<file path="config.mk">
export PLATFORM = sky130hd
export DESIGN_NAME = key_debounce_8
export DESIGN_NICKNAME = d
export VERILOG_FILES = /design/src/rtl/key_debounce_8.sv
export SDC_FILE = /design/constraint.sdc
export NUM_CORES = 1
export LEC_CHECK = 0
export BUFFER_PORTS_ARGS = -buffer_cell sky130_fd_sc_hd__buf_2
export CORE_AREA = 10 10 188 207
export CTS_CLUSTER_SIZE = 30
export DETAILED_ROUTE_END_ITERATION = 10
export DIE_AREA = 0 0 198 217
export GPL_ROUTABILITY_DRIVEN = 0
export HOLD_SLACK_MARGIN = 0.1
export SKIP_LAST_GASP = 1
export SYNTH_ARGS = -nofsm -noshare
export SYNTH_HDL_FRONTEND = slang
export SYNTH_SLANG_ARGS = --single-unit
</file>
<file path="constraint.sdc">
create_clock -name clk -period 2.2 [get_ports clk]
set_input_delay 0.33 -clock clk [delete_from_list [all_inputs] [get_ports clk]]
set_output_delay 0.33 -clock clk [all_outputs]
set_load 0.02 [all_outputs]
</file>
<file path="src/rtl/key_debounce_8.sv">
// Eight independent key debouncers: two-flop synchroniser, per-channel
// mismatch counter, registered clean level plus one-cycle press/release strobes.
module key_debounce_8 #(
  parameter int CNT_WIDTH      = 20,
  parameter int DEBOUNCE_MAX   = 1000000,
  parameter bit RAW_ACTIVE_LOW = 1'b0
) (
  input  logic       clk,
  input  logic       rst,
  input  logic [7:0] raw_in,
  output logic [7:0] level,
  output logic [7:0] press,
  // "release" is a reserved word in SystemVerilog, hence "released".
  output logic [7:0] released,
  output logic       any_press
);

  // Count value on which a persistent mismatch is finally accepted.
  localparam logic [CNT_WIDTH-1:0] CNT_LAST = CNT_WIDTH'(DEBOUNCE_MAX - 1);

  logic [7:0]           polarised;
  logic [7:0]           sync1;
  logic [7:0]           sync2;
  logic [CNT_WIDTH-1:0] cnt [8];

  assign polarised = raw_in ^ {8{RAW_ACTIVE_LOW}};

  always_ff @(posedge clk) begin
    if (rst) begin
      sync1    <= '0;
      sync2    <= '0;
      level    <= '0;
      press    <= '0;
      released <= '0;
      for (int i = 0; i < 8; i++) begin
        cnt[i] <= '0;
      end
    end else begin
      sync1 <= polarised;
      sync2 <= sync1;
      for (int i = 0; i < 8; i++) begin
        press[i]    <= 1'b0;
        released[i] <= 1'b0;
        // Any return to the current level discards the partial count.
        if (sync2[i] == level[i]) begin
          cnt[i] <= '0;
        end else if (cnt[i] == CNT_LAST) begin
          level[i]    <= sync2[i];
          cnt[i]      <= '0;
          press[i]    <= sync2[i];
          released[i] <= ~sync2[i];
        end else begin
          cnt[i] <= cnt[i] + 1'b1;
        end
      end
    end
  end

  assign any_press = |press;

endmodule

</file>
### After elaboration in Yosys (flattened, before gate mapping)

Memory sizes are Yosys's and may differ from the RTL's.
Index checks and enable logic that the tools add are counted.

| storage, ports and cells | value |
|---|---|
| bits in registers | 40 |
| latch bits | 0 |
| bits in writable memories | 160 |
| ROM bits | 0 |
| output and inout bits | 25 |
| memories kept | 1 |

| operators by class | value |
|---|---|
| $add $sub $neg | 8 |
| multipliers | 0 |
| divide/modulo/power cells | 0 |
| $lt $le $gt $ge | 0 |
| eq/ne operators | 16 |
| shifts and indexed selects | 0 |
| mux-type cells | 114 |
| bitwise operators | 48 |
| reduce and logical (&&, ||, !) cells | 17 |

Memories:

| name | words | width | rd ports | clocked after memory_dff | write ports | RTL line | text |
|---|---|---|---|---|---|---|---|
| cnt | 8 | 20 | 8 | 0 | 8 | 24 | `logic [CNT_WIDTH-1:0] cnt [8];` |

Operators with widths:

| operator | count |
|---|---|
| 20-bit 2-to-1 mux | 24 |
| 20-bit by 1-bit adder with 20-bit output, second input constant | 8 |
| 20-bit equality test, second input constant | 8 |
| 1-bit 2-to-1 mux | 90 |
| 1-bit inverter | 24 |
| 1-bit bitwise OR | 24 |
| 3-bit OR reduction | 8 |
| 2-bit AND reduction | 8 |
| 1-bit equality test | 8 |
| 8-bit OR reduction | 1 |

### Depth between registers and ports, before layout

| depth | value |
|---|---|
| depth in word-level cells | 7 |
| gate-level depth with buffers | 7 |

### Worst setup path before layout

OpenSTA, ideal clock, no wires.

| timing | value |
|---|---|
| path type | flip-flop to flip-flop |
| start | memory cnt[1][11] (netlist: cnt[0][31]) |
| end | memory cnt[1][11] (netlist: cnt[0][31]) (data pin) |
| setup time | 254 ps |
| arrival | 1970 ps |
| required time | 1946 ps |
| setup slack | -24 ps |
| cell stages (with the launch flop) | 6 |
| path buffers | 1 |
| period minus slack after synthesis | 2224 ps |
| cells stage by stage | edfxtp_1 or4b_1 or4b_4 o21ai_4 buf_6 nor2_1 |

RTL lines:

| what | RTL line |
|---|---|
| start, declared | 24 |

==> results.yml <==
floorplanning:
  fp.dieW_um: 198
  rows: 72
  die_y_um: 217
  core_um2: 34770
  io_pins: 35
  initial_core_util_pct: 29.46
  dieArea_um2: 42970
sta:
  fin_hold_ws_ns: 0.1262
  setup_viol: 0
  slew_violations: 0
  hold_viol: 0
  period_share_pct: 99.71
  fin_skew_ns: 0.01274
  max_freq_mhz: 455.9
  tns_ns: 0
  rsz0062_at_grt: "yes"
  period_needed_ns: 2.194
power:
  leakage_uw: 0.004367
  ir_drop_mv: 0.4821
  powerDensity_nw_per_um2: 644.4
route:
  post_drt_wl_per_cell_um: 12.58
  antenna_left: 0
  route.vias.total: 7783
  viasPerCell: 4.611
  route.detailed.drc: 0
  drt_iter0_drc: 386
  firstDrtPassIters: 4
  finalWirelength_um: 21240
critical_path:
  rr_endpoint: "cnt[0][47]"
  rr_worst_depth: 5
  critPathCaptureType: "register"
  critPathArrivalTime_ns: 2.38
  worstPathRequired_ns: 2.38
  cp_max_fo: 6
  regToRegSetupSlack_ns: 0.006
  crit_type: "register to register"
  critPathLaunchType: "register"
  r2r_start: "cnt[0][53]"
yosys:
  ys_seq_area_share_pct: 54.72
  syn_inst: 982
  synth_area_um2: 10240
  yosys_warnings: 0
  ys_types: 47
  synth_edf_count: 160
  synth_flop_cell: "edfxtp_1"
  ys_ff_latch: 200
  async_flop_share_pct: 0
  syn_avg_cell_area_um2: 10.43
cells_and_area:
  area_growth_pct: 23.53
  antennaDiodeCount: 0
  finalNetCount: 1249
  drive_above_1_share_pct: 12.54
global_route:
  antenna_found_initial: 0
  grt_start_max_net_pins: 47
  grt-ovfl-total: 0
  track_usage_pct: 10.05
  grt_pass1_vias: 7566
  grt_pass1_wl_um: 35620
place:
  dp_hpwl_um: 15610
  portBuffers: 34
cts:
  htreeDepth: 4
  clockBufferDepth: 2
  cts.sink_count: 200
  clkSlewWorstSetupHoldPaths_ns: 0.07
  clockRootBuffer: "clkbuf_16"
  cts_buffers: 17
  tritoncts: "done"
  clkLatencyLatePin_ns: 0.43
min_path:
  min_to: "sync1[4]"
  hp-class: "input port to register"
  whs_path_depth: 2
  min-delay-start: "raw_in[4]"
run_status:
  status: "complete, no violations"
job:
  drv_cap: 0
## where the power goes
part	switching, uW	internal, uW	leakage [uW]
Sequential	135	4220	0.00198
Combinational	211	164	0.00207
Clock	1440	1980	0.000318
Total	1790	6370	0.00437
## logic make-up after synthesis
family                     Yosys count  share of synthesized area (%)
buffers and inverters               51                          2.186
adders and majority gates            8                         0.9772
AOI/OAI and AO/OA                  139                          7.720
other                                1                        0.03661
and+or+nand+nor                    491                          26.49
DFF                                200                          54.72
xor gates and xnor gates            92                          7.866
## metrics by stage
| step | setup WS [ns] | instances | util [%] | total power (uW) | cell area [um2] |
|---|---|---|---|---|---|
| 6_report | 0.006320 | 1688 | 36.39 | 8154 | 12650 |
| 5_1_grt | -0.03574 | 1688 | 36.39 | 8484 | 12650 |
| 4_1_cts | 0.02393 | 1686 | 36.25 | 8252 | 12610 |
| 3_5_place_dp | 0.03585 | 1649 | 34.25 | 4795 | 11910 |
| 3_3_place_gp | 0.07470 | 1649 | 34.25 | 4783 | 11910 |
| 2_1_floorplan | -0.007263 | 1141 | - | 4651 | 10840 |
## worst max-delay path, stage by stage, from the launching register on
cell      delay (ns)
edfxtp_1        0.41
or4b_4          0.55
or4_4           0.55
o21ai_4         0.23
buf_6           0.17
nor2_2          0.05
## cells in the final DEF (no fill, tap or decap), types with 4 or more instances in the layout
cell type,instances
edfxtp_1,160
conb_1,160
nor2_1,114
a21oi_1,67
nand3_1,64
xnor2_1,58
buf_4,56
nand2_1,53
o21ai_0,43
dfxtp_1,40
or3_1,36
nand4_1,35
xor2_1,34
buf_2,34
or4_1,28
nor3_1,23
inv_1,21
nor4_1,20
and3_1,20
o31ai_1,20
nor2b_1,18
clkbuf_16,17
and2_1,13
and4_1,12
nand2b_1,11
nor4b_1,10
ha_1,7
or2_2,6
nand4b_1,5
dlygate4sd3_1,5
nor2_2,4
clkinv_4,4
bufinv_16,4
## sequential cells by signal, summed over array words and instances (netlist names)
| register | count |
|---|---|
| sync1 | 8 |
| cnt | 160 |
| press | 8 |
| sync2 | 8 |
| level | 8 |
| released | 8 |
## cell usage after synthesis (11+ instances only)
| cell type | number | area share, % |
|---|---|---|
| clkbuf_1 | 19 | 0.70 |
| nor4_1 | 20 | 1.2 |
| nor3_1 | 23 | 1.1 |
| dfxtp_1 | 40 | 7.8 |
| and3_1 | 20 | 1.2 |
| xor2_1 | 34 | 2.9 |
| or3_1 | 36 | 2.2 |
| xnor2_1 | 58 | 5.0 |
| o31ai_1 | 20 | 1.5 |
| o21ai_0 | 43 | 2.1 |
| nand4_1 | 35 | 2.1 |
| nand2b_1 | 11 | 0.67 |
| inv_1 | 21 | 0.77 |
| nor2_1 | 118 | 4.3 |
| a21oi_1 | 67 | 3.3 |
| and2_1 | 13 | 0.79 |
| nand3_1 | 64 | 3.1 |
| edfxtp_1 | 160 | 47 |
| and4_1 | 12 | 1.0 |
| nand2_1 | 53 | 1.9 |
| or4_1 | 29 | 2.1 |
| nor2b_1 | 18 | 1.1 |
## per-layer routing
layer	GRT usage (%)	vias to the layer above	routed length [um]
met5	0	-	0
met2	16.59	89	10110
met1	12.83	3675	10210
li1	-	4009	-
met4	2.744	0	187
met3	2.423	10	732
## area by class of cell
cell class / instances / area, um2
Clock buffer: 19 / 452.9
Clock inverter: 13 / 191.4
Fill cell: 3504 / 22120
Inverter: 21 / 78.83
Multi-Input combinational cell: 890 / 5035
Sequential cell: 200 / 5605
Tap cell: 444 / 555.5
Timing Repair Buffer: 101 / 734.5
## worst max path at each step
stage          depth (start not counted)       start    endpoint
4_1_cts                                5  cnt[0][52]  cnt[0][47]
3_5_place_dp                           5  cnt[0][52]  cnt[0][53]
6_report                               5  cnt[0][53]  cnt[0][47]
5_1_grt                                5  cnt[0][53]  cnt[0][51]
3_3_place_gp                           5  cnt[0][52]  cnt[0][49]
2_1_floorplan                          5  cnt[0][31]  cnt[0][31]
## timing repair
item | CTS | global route
setup endpoints to repair | 1 | 19
setup buffers | 0 | 2
hold endpoints to repair | 5 | 0
hold buffers | 5 | 0
gates resized for setup | 1 | 10
pin swaps | 0 | 3
Note: power is estimated with default switching activity, not from simulation.
